--- config.mk ---
export PLATFORM = sky130hd
export DESIGN_NAME = text_terminal_writer_flat
export DESIGN_NICKNAME = d
export VERILOG_FILES = /design/src/rtl/text_terminal_writer_if.sv /design/src/rtl/text_terminal_writer.sv /design/src/flat_wrapper.sv
export SDC_FILE = /design/constraint.sdc
export NUM_CORES = 1
export LEC_CHECK = 0
export ABC_AREA = 1
export BUFFER_PORTS_ARGS = -buffer_cell sky130_fd_sc_hd__buf_2
export CAP_MARGIN = 10
export CORE_MARGIN = 3
export CORE_UTILIZATION = 25
export CTS_CLUSTER_SIZE = 24
export DETAILED_ROUTE_END_ITERATION = 10
export SLEW_MARGIN = 20
export SYNTH_ARGS = -nofsm -noshare
export SYNTH_HDL_FRONTEND = slang
export SYNTH_SLANG_ARGS = --single-unit
--- constraint.sdc ---
create_clock -name slow_clk -period 3.3 [get_ports slow_clk]
set_clock_uncertainty 0.15 [all_clocks]
set_input_delay 0.66 -clock slow_clk [delete_from_list [all_inputs] [get_ports slow_clk]]
set_output_delay 0.66 -clock slow_clk [all_outputs]
set_load 0.03 [all_outputs]
--- src/rtl/text_terminal_writer_if.sv ---
// Character-source and RAM-write-port bundle for text_terminal_writer.
// The writer takes the slave side; the character source / RAM side takes the master side.
interface text_terminal_writer_if #(
   parameter int ADDR_BITS  = 8,
   parameter int CHAR_BITS  = 8,
   parameter int PIXEL_BITS = 16
);
   logic                  in_char_valid;
   logic [CHAR_BITS-1:0]  in_char;
   logic                  out_char_ready;
   logic [PIXEL_BITS-1:0] in_fgcol;
   logic [PIXEL_BITS-1:0] in_bgcol;
   logic                  in_clear;
   logic                  out_wr_ena;
   logic [ADDR_BITS-1:0]  out_wr_addr;
   logic [CHAR_BITS-1:0]  out_wr_char;
   logic [PIXEL_BITS-1:0] out_wr_fgcol;
   logic [PIXEL_BITS-1:0] out_wr_bgcol;

   modport master (
      output in_char_valid, in_char, in_fgcol, in_bgcol, in_clear,
      input  out_char_ready, out_wr_ena, out_wr_addr, out_wr_char, out_wr_fgcol, out_wr_bgcol
   );

   modport slave (
      input  in_char_valid, in_char, in_fgcol, in_bgcol, in_clear,
      output out_char_ready, out_wr_ena, out_wr_addr, out_wr_char, out_wr_fgcol, out_wr_bgcol
   );
endinterface

--- src/rtl/text_terminal_writer.sv ---
// Terminal-style writer: turns a character stream into single-cycle writes to the
// text/fg/bg RAM, tracking a cursor and handling control codes, wrap and screen clear.
module text_terminal_writer #(
   parameter int TEXT_COLS   = 20,
   parameter int TEXT_ROWS   = 6,
   parameter int ADDR_BITS   = 8,
   parameter int CHAR_BITS   = 8,
   parameter int PIXEL_BITS  = 16,
   parameter int SCROLL_MODE = 0,
   parameter logic [PIXEL_BITS-1:0] DEF_FG = PIXEL_BITS'(16'hffff),
   parameter logic [PIXEL_BITS-1:0] DEF_BG = PIXEL_BITS'(16'h001f)
) (
   input  logic                         slow_clk,
   input  logic                         rst,
   text_terminal_writer_if.slave        bus,
   output logic [$clog2(TEXT_COLS)-1:0] out_cursor_x,
   output logic [$clog2(TEXT_ROWS)-1:0] out_cursor_y,
   output logic                         out_busy
);
   localparam int XW    = $clog2(TEXT_COLS);
   localparam int YW    = $clog2(TEXT_ROWS);
   localparam int CELLS = TEXT_COLS * TEXT_ROWS;

   localparam logic [ADDR_BITS-1:0] CNT_LAST = ADDR_BITS'(CELLS - 1);
   localparam logic [ADDR_BITS-1:0] COLS_A   = ADDR_BITS'(TEXT_COLS);
   localparam logic [XW-1:0]        X_LAST   = XW'(TEXT_COLS - 1);
   localparam logic [YW-1:0]        Y_LAST   = YW'(TEXT_ROWS - 1);

   localparam logic [CHAR_BITS-1:0] CH_SPACE = CHAR_BITS'(8'h20);
   localparam logic [CHAR_BITS-1:0] CH_DEL   = CHAR_BITS'(8'h7f);
   localparam logic [CHAR_BITS-1:0] CH_LF    = CHAR_BITS'(8'h0a);
   localparam logic [CHAR_BITS-1:0] CH_CR    = CHAR_BITS'(8'h0d);
   localparam logic [CHAR_BITS-1:0] CH_BS    = CHAR_BITS'(8'h08);
   localparam logic [CHAR_BITS-1:0] CH_FF    = CHAR_BITS'(8'h0c);

   typedef enum logic [0:0] {ST_CLEAR = 1'b0, ST_IDLE = 1'b1} state_t;

   state_t                state_r, state_nxt_s;
   logic [ADDR_BITS-1:0]  clr_cnt_r, clr_cnt_nxt_s;
   logic [XW-1:0]         cur_x_r, cur_x_nxt_s;
   logic [YW-1:0]         cur_y_r, cur_y_nxt_s;
   logic                  wr_ena_r, wr_ena_nxt_s;
   logic [ADDR_BITS-1:0]  wr_addr_r, wr_addr_nxt_s;
   logic [CHAR_BITS-1:0]  wr_char_r, wr_char_nxt_s;
   logic [PIXEL_BITS-1:0] wr_fg_r, wr_fg_nxt_s;
   logic [PIXEL_BITS-1:0] wr_bg_r, wr_bg_nxt_s;

   logic                  ready_s, accept_s;
   logic                  print_s, lf_s, cr_s, bs_s, ff_s;
   logic                  last_col_s, last_row_s, row_adv_s, scroll_clear_s;
   logic [ADDR_BITS-1:0]  cur_addr_s;

   assign ready_s  = (state_r == ST_IDLE) && !bus.in_clear;
   assign accept_s = bus.in_char_valid && ready_s;

   assign print_s = accept_s && (bus.in_char >= CH_SPACE) && (bus.in_char != CH_DEL);
   assign lf_s    = accept_s && (bus.in_char == CH_LF);
   assign cr_s    = accept_s && (bus.in_char == CH_CR);
   // Backspace at column 0 is a no-op, so it only counts when there is a column to step back to.
   assign bs_s    = accept_s && (bus.in_char == CH_BS) && (cur_x_r != XW'(0));
   assign ff_s    = accept_s && (bus.in_char == CH_FF);

   assign last_col_s     = (cur_x_r == X_LAST);
   assign last_row_s     = (cur_y_r == Y_LAST);
   assign row_adv_s      = (print_s && last_col_s) || lf_s;
   assign scroll_clear_s = row_adv_s && last_row_s && (SCROLL_MODE != 0);

   assign cur_addr_s = ADDR_BITS'(cur_y_r) * COLS_A + ADDR_BITS'(cur_x_r);

   assign bus.out_char_ready = ready_s;
   assign bus.out_wr_ena     = wr_ena_r;
   assign bus.out_wr_addr    = wr_addr_r;
   assign bus.out_wr_char    = wr_char_r;
   assign bus.out_wr_fgcol   = wr_fg_r;
   assign bus.out_wr_bgcol   = wr_bg_r;
   assign out_cursor_x       = cur_x_r;
   assign out_cursor_y       = cur_y_r;
   assign out_busy           = (state_r == ST_CLEAR);

   // State, cursor, clear counter and write-port registers.
   always_ff @(posedge slow_clk or posedge rst) begin
      if (rst) begin
         state_r   <= ST_CLEAR;
         clr_cnt_r <= '0;
         cur_x_r   <= '0;
         cur_y_r   <= '0;
         wr_ena_r  <= 1'b0;
         wr_addr_r <= '0;
         wr_char_r <= '0;
         wr_fg_r   <= '0;
         wr_bg_r   <= '0;
      end else begin
         state_r   <= state_nxt_s;
         clr_cnt_r <= clr_cnt_nxt_s;
         cur_x_r   <= cur_x_nxt_s;
         cur_y_r   <= cur_y_nxt_s;
         wr_ena_r  <= wr_ena_nxt_s;
         wr_addr_r <= wr_addr_nxt_s;
         wr_char_r <= wr_char_nxt_s;
         wr_fg_r   <= wr_fg_nxt_s;
         wr_bg_r   <= wr_bg_nxt_s;
      end
   end

   // Next-state decision: clear runs to the last cell; clear requests win over characters.
   always_comb begin
      state_nxt_s = state_r;
      case (state_r)
         ST_CLEAR: begin
            if (clr_cnt_r == CNT_LAST) begin
               state_nxt_s = ST_IDLE;
            end else begin
               state_nxt_s = ST_CLEAR;
            end
         end
         ST_IDLE: begin
            if (bus.in_clear || ff_s || scroll_clear_s) begin
               state_nxt_s = ST_CLEAR;
            end else begin
               state_nxt_s = ST_IDLE;
            end
         end
         default: state_nxt_s = ST_CLEAR;
      endcase
   end

   // Write-port, cursor and clear-counter next values.
   always_comb begin
      clr_cnt_nxt_s = clr_cnt_r;
      cur_x_nxt_s   = cur_x_r;
      cur_y_nxt_s   = cur_y_r;
      wr_ena_nxt_s  = 1'b0;
      wr_addr_nxt_s = wr_addr_r;
      wr_char_nxt_s = wr_char_r;
      wr_fg_nxt_s   = wr_fg_r;
      wr_bg_nxt_s   = wr_bg_r;
      case (state_r)
         ST_CLEAR: begin
            wr_ena_nxt_s  = 1'b1;
            wr_addr_nxt_s = clr_cnt_r;
            wr_char_nxt_s = CH_SPACE;
            wr_fg_nxt_s   = DEF_FG;
            wr_bg_nxt_s   = DEF_BG;
            if (clr_cnt_r == CNT_LAST) begin
               clr_cnt_nxt_s = '0;
               cur_x_nxt_s   = '0;
               cur_y_nxt_s   = '0;
            end else begin
               clr_cnt_nxt_s = clr_cnt_r + ADDR_BITS'(1);
            end
         end
         ST_IDLE: begin
            if (print_s) begin
               wr_ena_nxt_s  = 1'b1;
               wr_addr_nxt_s = cur_addr_s;
               wr_char_nxt_s = bus.in_char;
               wr_fg_nxt_s   = bus.in_fgcol;
               wr_bg_nxt_s   = bus.in_bgcol;
            end else if (bs_s) begin
               wr_ena_nxt_s  = 1'b1;
               wr_addr_nxt_s = cur_addr_s - ADDR_BITS'(1);
               wr_char_nxt_s = CH_SPACE;
               wr_fg_nxt_s   = bus.in_fgcol;
               wr_bg_nxt_s   = bus.in_bgcol;
            end else begin
               wr_ena_nxt_s  = 1'b0;
            end
            // A print into the last cell in clear mode still writes before the clear starts.
            if (bus.in_clear || ff_s || scroll_clear_s) begin
               clr_cnt_nxt_s = '0;
               cur_x_nxt_s   = '0;
               cur_y_nxt_s   = '0;
            end else if (row_adv_s) begin
               cur_x_nxt_s = '0;
               cur_y_nxt_s = last_row_s ? YW'(0) : cur_y_r + YW'(1);
            end else if (print_s) begin
               cur_x_nxt_s = cur_x_r + XW'(1);
            end else if (cr_s) begin
               cur_x_nxt_s = '0;
            end else if (bs_s) begin
               cur_x_nxt_s = cur_x_r - XW'(1);
            end else begin
               cur_x_nxt_s = cur_x_r;
            end
         end
         default: begin
            clr_cnt_nxt_s = '0;
            cur_x_nxt_s   = '0;
            cur_y_nxt_s   = '0;
         end
      endcase
   end
endmodule
--- src/flat_wrapper.sv ---
// flat-port wrapper written by rule: the top's interface ports become plain ports
module text_terminal_writer_flat 
#(
   parameter int TEXT_COLS   = 20,
   parameter int TEXT_ROWS   = 6,
   parameter int ADDR_BITS   = 8,
   parameter int CHAR_BITS   = 8,
   parameter int PIXEL_BITS  = 16,
   parameter int SCROLL_MODE = 0,
   parameter logic [PIXEL_BITS-1:0] DEF_FG = PIXEL_BITS'(16'hffff),
   parameter logic [PIXEL_BITS-1:0] DEF_BG = PIXEL_BITS'(16'h001f)
)
  (slow_clk, rst, out_cursor_x, out_cursor_y, out_busy, bus_in_char_valid, bus_in_char, bus_in_fgcol, bus_in_bgcol, bus_in_clear, bus_out_char_ready, bus_out_wr_ena, bus_out_wr_addr, bus_out_wr_char, bus_out_wr_fgcol, bus_out_wr_bgcol);
  text_terminal_writer_if #(.ADDR_BITS(ADDR_BITS), .CHAR_BITS(CHAR_BITS), .PIXEL_BITS(PIXEL_BITS)) bus_i ();
  input  logic slow_clk;
  input  logic rst;
  output logic [$clog2(TEXT_COLS)-1:0] out_cursor_x;
  output logic [$clog2(TEXT_ROWS)-1:0] out_cursor_y;
  output logic out_busy;
  input wire logic [$bits(bus_i.in_char_valid)-1:0] bus_in_char_valid;
  input wire logic [$bits(bus_i.in_char)-1:0] bus_in_char;
  input wire logic [$bits(bus_i.in_fgcol)-1:0] bus_in_fgcol;
  input wire logic [$bits(bus_i.in_bgcol)-1:0] bus_in_bgcol;
  input wire logic [$bits(bus_i.in_clear)-1:0] bus_in_clear;
  output wire logic [$bits(bus_i.out_char_ready)-1:0] bus_out_char_ready;
  output wire logic [$bits(bus_i.out_wr_ena)-1:0] bus_out_wr_ena;
  output wire logic [$bits(bus_i.out_wr_addr)-1:0] bus_out_wr_addr;
  output wire logic [$bits(bus_i.out_wr_char)-1:0] bus_out_wr_char;
  output wire logic [$bits(bus_i.out_wr_fgcol)-1:0] bus_out_wr_fgcol;
  output wire logic [$bits(bus_i.out_wr_bgcol)-1:0] bus_out_wr_bgcol;
  assign bus_i.in_char_valid = bus_in_char_valid;
  assign bus_i.in_char = bus_in_char;
  assign bus_i.in_fgcol = bus_in_fgcol;
  assign bus_i.in_bgcol = bus_in_bgcol;
  assign bus_i.in_clear = bus_in_clear;
  assign bus_out_char_ready = bus_i.out_char_ready;
  assign bus_out_wr_ena = bus_i.out_wr_ena;
  assign bus_out_wr_addr = bus_i.out_wr_addr;
  assign bus_out_wr_char = bus_i.out_wr_char;
  assign bus_out_wr_fgcol = bus_i.out_wr_fgcol;
  assign bus_out_wr_bgcol = bus_i.out_wr_bgcol;
  text_terminal_writer #(.TEXT_COLS(TEXT_COLS), .TEXT_ROWS(TEXT_ROWS), .ADDR_BITS(ADDR_BITS), .CHAR_BITS(CHAR_BITS), .PIXEL_BITS(PIXEL_BITS), .SCROLL_MODE(SCROLL_MODE), .DEF_FG(DEF_FG), .DEF_BG(DEF_BG)) u_core (.slow_clk(slow_clk), .rst(rst), .bus(bus_i), .out_cursor_x(out_cursor_x), .out_cursor_y(out_cursor_y), .out_busy(out_busy));
endmodule
# Word level (Yosys, flattened, before mapping)
# Cells that the tools add are included.
# op_classes
addsub	6
n_reduce_logical	16
order_cmp	1
n_mux	33
div	0
n_eq_ne	13
n_bitwise	1
mul	1
shifts	0
# ops
cell	count
$mux W16	4
$pmux W16 S2	2
$mux W8	6
$pmux W8 S2	3
$eq A8 B4 Y1 const B	4
$mux W5	6
$mux W3	4
$logic_and A1 B1 Y1	10
$pmux W5 S2	1
$add A8 B1 Y8 const B	1
$add A8 B5 Y8	1
$eq A8 B7 Y1 const B	1
$ge A8 B6 Y1 const B	1
$ne A8 B7 Y1 const B	1
$sub A8 B1 Y8 const B	1
$mul A3 B3 Y6 const B	1
$ne A3 B3 Y1 const B	2
$ne A6 B6 Y1 const B	1
$pmux W3 S2	1
$add A5 B1 Y5 const B	1
$eq A5 B5 Y1 const B	1
$reduce_bool A5 Y1	1
$sub A5 B1 Y5 const B	1
$mux W1	4
other kinds (9)	12
# totals
latchBits	0
input_bits	44
ram_bits	0
mem_bits_ro	0
reg_bits	66
n_memories	0
out_inout_bits	59

# Depth between registers and ports, before layout
# Gate-level depths: netlist (run 1).
# depth
depth_word	11
ltp_mapped	13
depth_no_buf	13

# Worst setup path before layout (run 1)
# No wires, ideal clock.
# synth_timing
kind	reg2reg
start	reg u_core.cur_y_r[0] (netlist: u_core.out_cursor_y[0])
end	reg u_core.wr_addr_r[7] (netlist: u_core.bus.out_wr_addr[7])
arrival_ns	2.021
n_path_buf	0
path_stages_with_launch	12
setup_slack_ns	1.063
t_required_ns	3.085
period_less_slack_ns	2.237
cell_sequence	dfrtp_1 ha_1 fa_1 inv_1 nand2_1 nor3_1 nand3_1 nor2_1 nand2_1 nand3_1 nand2_1 nand2_1
# synth_between
elab_chain_cells	6
# synth_rtl
element	line	text
from (decl)	text_terminal_writer.sv:41	logic [YW-1:0] cur_y_r, cur_y_nxt_s;
from (signal assigned)	text_terminal_writer.sv:96	cur_y_r <= cur_y_nxt_s;
$mul A3 B3 Y6 (*)	text_terminal_writer.sv:68	assign cur_addr_s = ADDR_BITS'(cur_y_r) * COLS_A + ADDR_BITS'(cur_x_r);
$add A8 B5 Y8 (*)	text_terminal_writer.sv:68	
$sub A8 B1 Y8	text_terminal_writer.sv:161	wr_addr_nxt_s = cur_addr_s - ADDR_BITS'(1);
$mux W8	text_terminal_writer.sv:159	end else if (bs_s) begin
$mux W8 (*)	text_terminal_writer.sv:153	if (print_s) begin
$pmux W8 S2 (*)	text_terminal_writer.sv:137	case (state_r)
to (signal assigned)	text_terminal_writer.sv:98	wr_addr_r <= wr_addr_nxt_s;
to (decl)	text_terminal_writer.sv:43	logic [ADDR_BITS-1:0] wr_addr_r, wr_addr_nxt_s;
# Mark *: on every way between the ends. The rest lies on a longest branch, timed or not. The select of a mux whose other input is x is not followed.
# A chain may end at the register's enable or synchronous reset.

# Worst setup path in the final report (run 1)
# layout_timing
start	reg u_core.state_r
end	out out_busy
# layout_between
elab_chain_cells	1
# layout_rtl
element	line	text
from (decl)	text_terminal_writer.sv:38	state_t state_r, state_nxt_s;
from (signal assigned)	text_terminal_writer.sv:93	state_r <= state_nxt_s;
$not A1 Y1	text_terminal_writer.sv:78	assign out_busy = (state_r == ST_CLEAR);
to (decl)	flat_wrapper.sv:19	output logic out_busy;
# Every way passes these cells.

==> impl_results.md, run 1 <==
* Total count of hold-check failures in the final report at 0
* Run status: completed
* Number of buffers added by the clock tree synthesis step at 9
* Type of element launching the critical path: flop
* Synthesis-stage register bit count at 66
* PwrDens at 709.8 mW/mm2
* Placement row count at 42
* Switching Fraction at 0.3874
* DRC violations left at 0
* Count of vias placed by the detailed router at 3361
* Worst ir drop on vdd at approximately 0.28 mV
* RSZ-0062 raised after global routing: false
* Leak Pwr at 2.224 nW
* Gate Count Post-Synth at 455
* Internal power contribution at 1.963 mW
* Sequential share of power at 0.354
* Remaining antenna violation count at 0
* Pins Over Slew Limit at 0
* Global routing usage summed across all routing layers at 0.1255
* Initial antenna violation count at 0
* Critical Path, Cell by Cell: buf_4 > inv_2 > buf_4 > buf_2
* Combined area of all synthesized cells at 0.003548 mm2
* Req. time, crit path at 2.49 ns
* Initial Util at 0.2617
* Gpl congestion at just under 0.9
* First-pass GRT wire length at 15.95 mm
* Avg Synthesized Cell Area at 7.799 um2
* Stage delay of the slowest cell on the critical path at 0.37 ns
* Most common cell type on the critical path: sky130_fd_sc_hd__buf_4
* Share of layout cells above drive strength 1 at 0.2527
* Combinational group share of total power at 0.349
* Final core utilization at 0.3330
* Worst relative slew slack at 0.5160
* Endpoint type of the worst setup path: output port
* Synth area leaders: sky130_fd_sc_hd__dfrtp_1 47%, sky130_fd_sc_hd__nand2_1 16%, sky130_fd_sc_hd__o21ai_0 5.9%, sky130_fd_sc_hd__nand3_1 4.7%, sky130_fd_sc_hd__inv_1 3.7%
* Number of global-route vias before repair at ~3200
* Filler Cell Count at 1432
* Share of flip-flops with an asynchronous set or reset after synthesis at 1.000
* Class of the worst hold path: in2async
* Largest net degree at the start of global routing at 46
* Layout-stage area growth over the synthesis result at 27.22%
* Average wire per standard cell at 13.04 um
* Number of buffer cells added on primary ports at between 100 and 150
* Number of detailed-route iterations in the first pass at 4
* Share of the synthesized area in the top cell type at 0.4654
* Number of buffers inserted by post-CTS setup repair at 0
* Synth Warn # at 0
* Worst-Margin Slew at 0.7250 ns
* Hold bufs inserted after CTS at 0
* Die span in y at around 130 um
* Cell variety after synth at 38
* Max frequency at 0.4125 GHz
* CTS tree: built
* Number of antenna repair diodes at 0
* Core outline area at 0.01356 mm2
* First DRT Iteration DRCs at 137
* End of the worst register-to-register path: u_core.bus.out_wr_addr[7]
* Number of cell instances on the worst register-to-register path at 11
* Top cell type by total area after synthesis: sky130_fd_sc_hd__dfrtp_1
* Worst-path maximum fanout at 21
* MaxCap Viol Count at 0
* Most numerous cell types in the synthesized netlist: 155 x sky130_fd_sc_hd__nand2_1, 66 x sky130_fd_sc_hd__dfrtp_1, 42 x sky130_fd_sc_hd__o21ai_0
* Clk network pwr share at 0.297
* CTS Sinks at 66
* Total gr overflow at 0
* Crit path arrival time at 1.61 ns
* Ratio of final minimum period to clock period at 0.7347
* Die outline area at 0.01566 mm2
* Category of the most critical setup path: reg2out
* Horizontal extent of the die at 125.1 um
* Switch Pwr at about 1.2 mW
* Clk Tree Root Cell: sky130_fd_sc_hd__clkbuf_16
* Number of instances in the placed design at 722
* Post-CTS sizing at 0
* Sequential fraction of the synthesis area at 0.4654
* Post-DR vias/cell at 4.554
* Most used standard cell by instance count after synthesis: sky130_fd_sc_hd__nand2_1
* I/O pins at 103
* Final setup violation count at 0
* Synthesized netlist net count at 509
* Shortest period the worst path allows at ~2.4 ns
* Number of flops mapped to enable cells by yosys at 0
* H-Tree Level Count at 3
* Post-detailed-routing wire length at 9.624 mm
* Maximum clock path buffer count at 2
* Critical register-to-register path startpoint: u_core.out_cursor_x[2]
* Total negative slack at 0 ns
* Count of placed standard cells in the final layout, fillers left out at 738
* Sum of net half-perimeters after detailed placement at 7.158 mm
* Clock slew at reported path FFs at ~0.05 ns
* Final-stage net count at 611
* Top FF cell, synth: sky130_fd_sc_hd__dfrtp_1
* Reg-to-reg slack, setup at about 0.88 ns
* Latest clock arrival within the worst-skew pair at 0.32 ns
* Cell with the largest stage delay on the worst path: sky130_fd_sc_hd__dfrtp_1
## kinds of logic after synthesis
logic type	share of synthesized area
compound gates	0.09274
xor+xnor	0.02468
fa+ha+maj	0.03738
buf+inv	0.07546
flops	0.4654
simple gates	0.3043
## registers in the layout, summed over array words and instances, names as in the netlist
name and cells:
u_core.bus.out_wr_bgcol 16, u_core.bus.out_wr_char 8, u_core.clr_cnt_r 8, u_core.out_cursor_y 3, u_core.bus.out_wr_fgcol 16, u_core.bus.out_wr_addr 8
u_core.bus.out_wr_ena 1, u_core.state_r 1, u_core.out_cursor_x 5
## cell type report
| cell class | count | area (um2) | area share |
|---|---|---|---|
| well taps | 176 | 220.2 | 0.04878 |
| repair buffers | 108 | 555.5 | 0.1231 |
| clock buffers | 14 | 264.0 | 0.05848 |
| flip-flops and latches | 66 | 1652 | 0.3659 |
| multi-input cells | 331 | 1629 | 0.3609 |
| clock inverters | 2 | 35.03 | 0.007761 |
| inverters | 41 | 158.9 | 0.03520 |
## worst max-delay path: cells and delay by family (launching register included)
| kind | cells | cell delay, ns |
|---|---|---|
| buf+inv | 4 | 0.92 |
| flops | 1 | 0.37 |
## stage by stage
stage / worst slack, ns / instance area [um2] / hold slack (ns) / power [mW]
floorplan: 0.8352 / 3548 / 0.3591 / 1.940
global placement: 0.8990 / 4215 / 0.2986 / 2.237
detailed placement: 0.8578 / 4215 / 0.3042 / 2.269
CTS: 0.8558 / 4514 / 0.1677 / 3.247
global route: 0.6669 / 4514 / 0.1869 / 3.457
finish: 0.8755 / 4514 / 0.1622 / 3.204
## power by group through the flow
stage | registers [mW] | clock network, mW | logic (mW)
2_1_floorplan | 1.31 | 0 | 0.630
3_3_place_gp | 1.14 | 0 | 1.10
3_5_place_dp | 1.14 | 0 | 1.12
4_1_cts | 1.14 | 0.981 | 1.13
5_1_grt | 1.17 | 1.03 | 1.26
6_report | 1.13 | 0.951 | 1.12
## routing by layer
| metal | GRT usage | vias to the layer above | routed length (um) |
|---|---|---|---|
| met1 | 0.1577 | 1564 | 4387 |
| met3 | 0.04051 | 15 | 623 |
| li1 | - | 1671 | - |
| met2 | 0.2028 | 111 | 4456 |
| met5 | 0 | - | 0 |
| met4 | 0.04592 | 0 | 157 |
## worst max-delay path by stage
stage | to | slack (ns) | cells past startpoint | startpoint
CTS | out_busy | 0.86 | 4 | u_core.state_r
global route | u_core.bus.out_wr_addr[7] | 0.67 | 11 | u_core.out_cursor_x[2]
detailed placement | u_core.bus.out_wr_char[4] | 0.86 | 9 | bus_in_char[7]
floorplan | u_core.bus.out_wr_addr[0] | 0.84 | 1 | rst
global placement | u_core.bus.out_wr_char[3] | 0.90 | 9 | bus_in_char[7]
finish | out_busy | 0.88 | 4 | u_core.state_r
## layout by cell type, fill, tap and decap left out, types with 5 or more instances in the layout
cell type	netlist	layout
sky130_fd_sc_hd__nor2_1	34	34
sky130_fd_sc_hd__buf_2	4	102
sky130_fd_sc_hd__xor2_1	9	9
sky130_fd_sc_hd__nor3_1	7	7
sky130_fd_sc_hd__nand2_1	155	155
sky130_fd_sc_hd__buf_4	4	6
sky130_fd_sc_hd__clkbuf_16	0	9
sky130_fd_sc_hd__a21oi_1	5	5
sky130_fd_sc_hd__ha_1	9	9
sky130_fd_sc_hd__nand4_1	6	6
sky130_fd_sc_hd__dfrtp_1	66	66
sky130_fd_sc_hd__nor2_2	5	5
sky130_fd_sc_hd__inv_1	35	34
sky130_fd_sc_hd__inv_2	5	6
sky130_fd_sc_hd__o21ai_0	42	42
sky130_fd_sc_hd__nand3_1	33	33
No activity file was read; power rests on OpenSTA's default activity.
==> inputs of run 2 (changes only) <==
==> constraint.sdc (replaced) <==
create_clock -name slow_clk -period 2 [get_ports slow_clk]
set_clock_uncertainty 0.15 [all_clocks]
set_input_delay 0.4 -clock slow_clk [delete_from_list [all_inputs] [get_ports slow_clk]]
set_output_delay 0.4 -clock slow_clk [all_outputs]
set_load 0.03 [all_outputs]
==> run 2 against run 1 <==
The run now ends with negative setup slack left; sequential cell count did not move; clock power rose by 51%; setup slack got worse by 0.93 ns; design area rose by 9.1%.
==> impl_results.md, run 2 (same netlist as run 1, synthesis figures left out) <==
* Run status: finished with violations
* Violations in the final reports: negative setup slack
* Most frequent standard cell in the layout excluding fill and tap cells: sky130_fd_sc_hd__nand2_1
* Class of the worst hold path: in2reg
* Initial antenna violation count at 0 (unchanged)
* Number of cells on the worst hold path at 3
* RSZ-0062 raised after global routing: true
* I/O pins at 103 (unchanged)
* First-pass GRT wire length at 16.46 mm (+3.2%)
* Die outline area at 0.01566 mm2 (unchanged)
* Sum of net half-perimeters after detailed placement at 7.511 mm (+4.9%)
* Initial Util at 0.2617 (unchanged)
* Total negative slack at -0.08265 ns (-0.08265 ns)
* Number of detailed-route iterations in the first pass at 4 (unchanged)
* PwrDens at 1140 mW/mm2 (+61%)
* Worst path setup slack after routing at -0.05238 ns (-0.9279 ns)
* Pins Over Slew Limit at 0 (unchanged)
* CTS Sinks at 66 (unchanged)
* Clk Tree Root Cell: sky130_fd_sc_hd__clkbuf_16
* Core outline area at 0.01356 mm2 (unchanged)
* Share of layout cells above drive strength 1 at 0.3288 (+0.07614)
* Final-stage net count at 640 (+4.7%)
* Global routing usage summed across all routing layers at 0.1277 (+0.002199)
* Number of buffer cells added on primary ports at 102 (unchanged)
* Number of cell instances on the worst register-to-register path at 8 (-3)
* Layout-stage area growth over the synthesis result at 38.75%
* Worst-path maximum fanout at 3 (-86%)
* Switching Fraction at 0.3973 (+0.009831)
* Number of buffers added by the clock tree synthesis step at 9 (unchanged)
* Highest-count cells in the layout ignoring fill and taps: 151 x sky130_fd_sc_hd__nand2_1, 101 x sky130_fd_sc_hd__buf_2, 63 x sky130_fd_sc_hd__dfrtp_1, 42 x sky130_fd_sc_hd__o21ai_0, 33 x sky130_fd_sc_hd__inv_1
* Req. time, crit path at 2.07 ns (-0.42 ns)
* H-Tree Level Count at 3 (unchanged)
* Ratio of final minimum period to clock period at 1.026
* Number of antenna repair diodes at 0 (unchanged)
* Worst relative slew slack at 0.7137 (+0.1977)
* Metal1 wirelength at 4.638 mm (+5.7%)
* Worst ir drop on vdd at 0.5470 mV (+95%)
* Combinational group share of total power at 0.416 (+0.067)
* Die span in y at 125.1 um (unchanged)
* Clock slew at reported path FFs at 0.05 ns (about the same)
* Largest net degree at the start of global routing at 35 (-24%)
* Maximum clock path buffer count at 2 (unchanged)
* CTS tree: built
* MaxCap Viol Count at 0 (unchanged)
* Shortest period the worst path allows at 2.052 ns
* Final hold slack at 0.1383 ns (-0.02390 ns)
* Gpl congestion at 0.8198 (-5.5%)
* Placement row count at 42 (unchanged)
* Total count of hold-check failures in the final report at 0 (unchanged)
* Post-detailed-routing wire length at 10.26 mm (+6.6%)
* Count of vias placed by the detailed router at 3419 (+1.7%)
* Leak Pwr at 2.374 nW (+6.7%)
* DRC violations left at 0 (unchanged)
* Category of the most critical setup path: reg2reg
* Met2 routed WL at 4.940 mm (+11%)
* Total gr overflow at 0 (unchanged)
* Max frequency at 0.4872 GHz
* Final setup violation count at 4 (+4)
* Switch Pwr at 2.229 mW (+80%)
* Number of global-route vias before repair at 3310 (+2.7%)
* Crit path arrival time at 2.12 ns (+0.51 ns)
* Sequential share of power at 0.328 (-0.026)
* Remaining antenna violation count at 0 (unchanged)
* Horizontal extent of the die at 125.1 um (unchanged)
* Clk network pwr share at 0.257 (-0.040)
* Max layer used: met4
* Latest clock arrival within the worst-skew pair at 0.33 ns (about the same)
* Post-DR vias/cell at 4.463 (-2.0%)
* Total power consumption of the routed design at 5.611 mW (+75%)
* Average wire per standard cell at 13.39 um (+2.7%)
* Internal power contribution at 3.382 mW (+72%)
* Endpoint type of the worst setup path: flop
* First DRT Iteration DRCs at 194 (+42%)
* Worst-Margin Slew at 0.4294 ns (-0.2955 ns)
* Met3 routed WL at 567 um (-9.0%)
* Type of element launching the critical path: flop
[run 2: repair_timing]
item	in CTS	in global routing
hold buffers	1	0
endpoints found under the setup margin	3	55
gates resized for setup	5	22
hold endpoints to repair	9	0
pin swaps	2	6
cloned	0	2
setup buffers	0	6
[run 2: final cells by class]
cell class | count | area, um2
clock buffer | 13 | 260.3
clock inverter | 2 | 12.51
fill | 1426 | 8635
inverter | 41 | 165.2
multi-input combinational | 332 | 1780
sequential | 66 | 1655
tap | 176 | 220.2
timing repair buffer | 136 | 829.5
[run 2: power groups by stage]
stage	registers, mW	logic [mW]	clock network [mW]
after floorplan	2.17	1.07	0
after global placement	1.83	2.04	0
after detailed placement	1.84	2.08	0
after CTS	1.84	2.15	1.49
after global routing	1.88	2.60	1.55
final	1.84	2.33	1.44
[run 2: final timing paths]
kind,from,end,slack [ns]
worst max register to register,u_core.out_cursor_y[0],u_core.bus.out_wr_addr[3],-0.05
worst max-delay path,u_core.out_cursor_y[0],u_core.bus.out_wr_addr[3],-0.05
max in group asynchronous,rst,u_core.clr_cnt_r[3],0.71
worst min-delay path,bus_in_bgcol[0],u_core.bus.out_wr_bgcol[0],0.14
min in group asynchronous,rst,u_core.bus.out_wr_fgcol[0],0.45
worst min register to register,u_core.bus.out_wr_fgcol[12],u_core.bus.out_wr_fgcol[12],0.31
[run 2: worst max-delay path: stages, from the launching register on]
cell and delay (ns):
sky130_fd_sc_hd__dfrtp_2 0.45, sky130_fd_sc_hd__ha_4 0.18, sky130_fd_sc_hd__fa_2 0.52, sky130_fd_sc_hd__inv_2 0.05
sky130_fd_sc_hd__buf_4 0.12, sky130_fd_sc_hd__buf_4 0.13, sky130_fd_sc_hd__xor2_2 0.17, sky130_fd_sc_hd__nor2_1 0.11
sky130_fd_sc_hd__o21ai_1 0.07
[run 2: layer usage]
metal | vias up | global-route usage
li1 | 1721 | -
met1 | 1602 | 0.1622
met2 | 85 | 0.2145
met3 | 11 | 0.03710
met4 | 0 | 0.03253
met5 | - | 0
[run 2: through the flow]
step / util / setup slack [ns] / std cells / area (um2)
3_3_place_gp: 0.3268 / -0.04098 / 742 / 4431
2_1_floorplan: - / -0.04860 / 455 / 3576
6_report: 0.3631 / -0.05238 / 766 / 4923
4_1_cts: 0.3503 / 0.00004219 / 758 / 4750
3_5_place_dp: 0.3268 / -0.05833 / 742 / 4431
5_1_grt: 0.3631 / -0.1403 / 766 / 4923
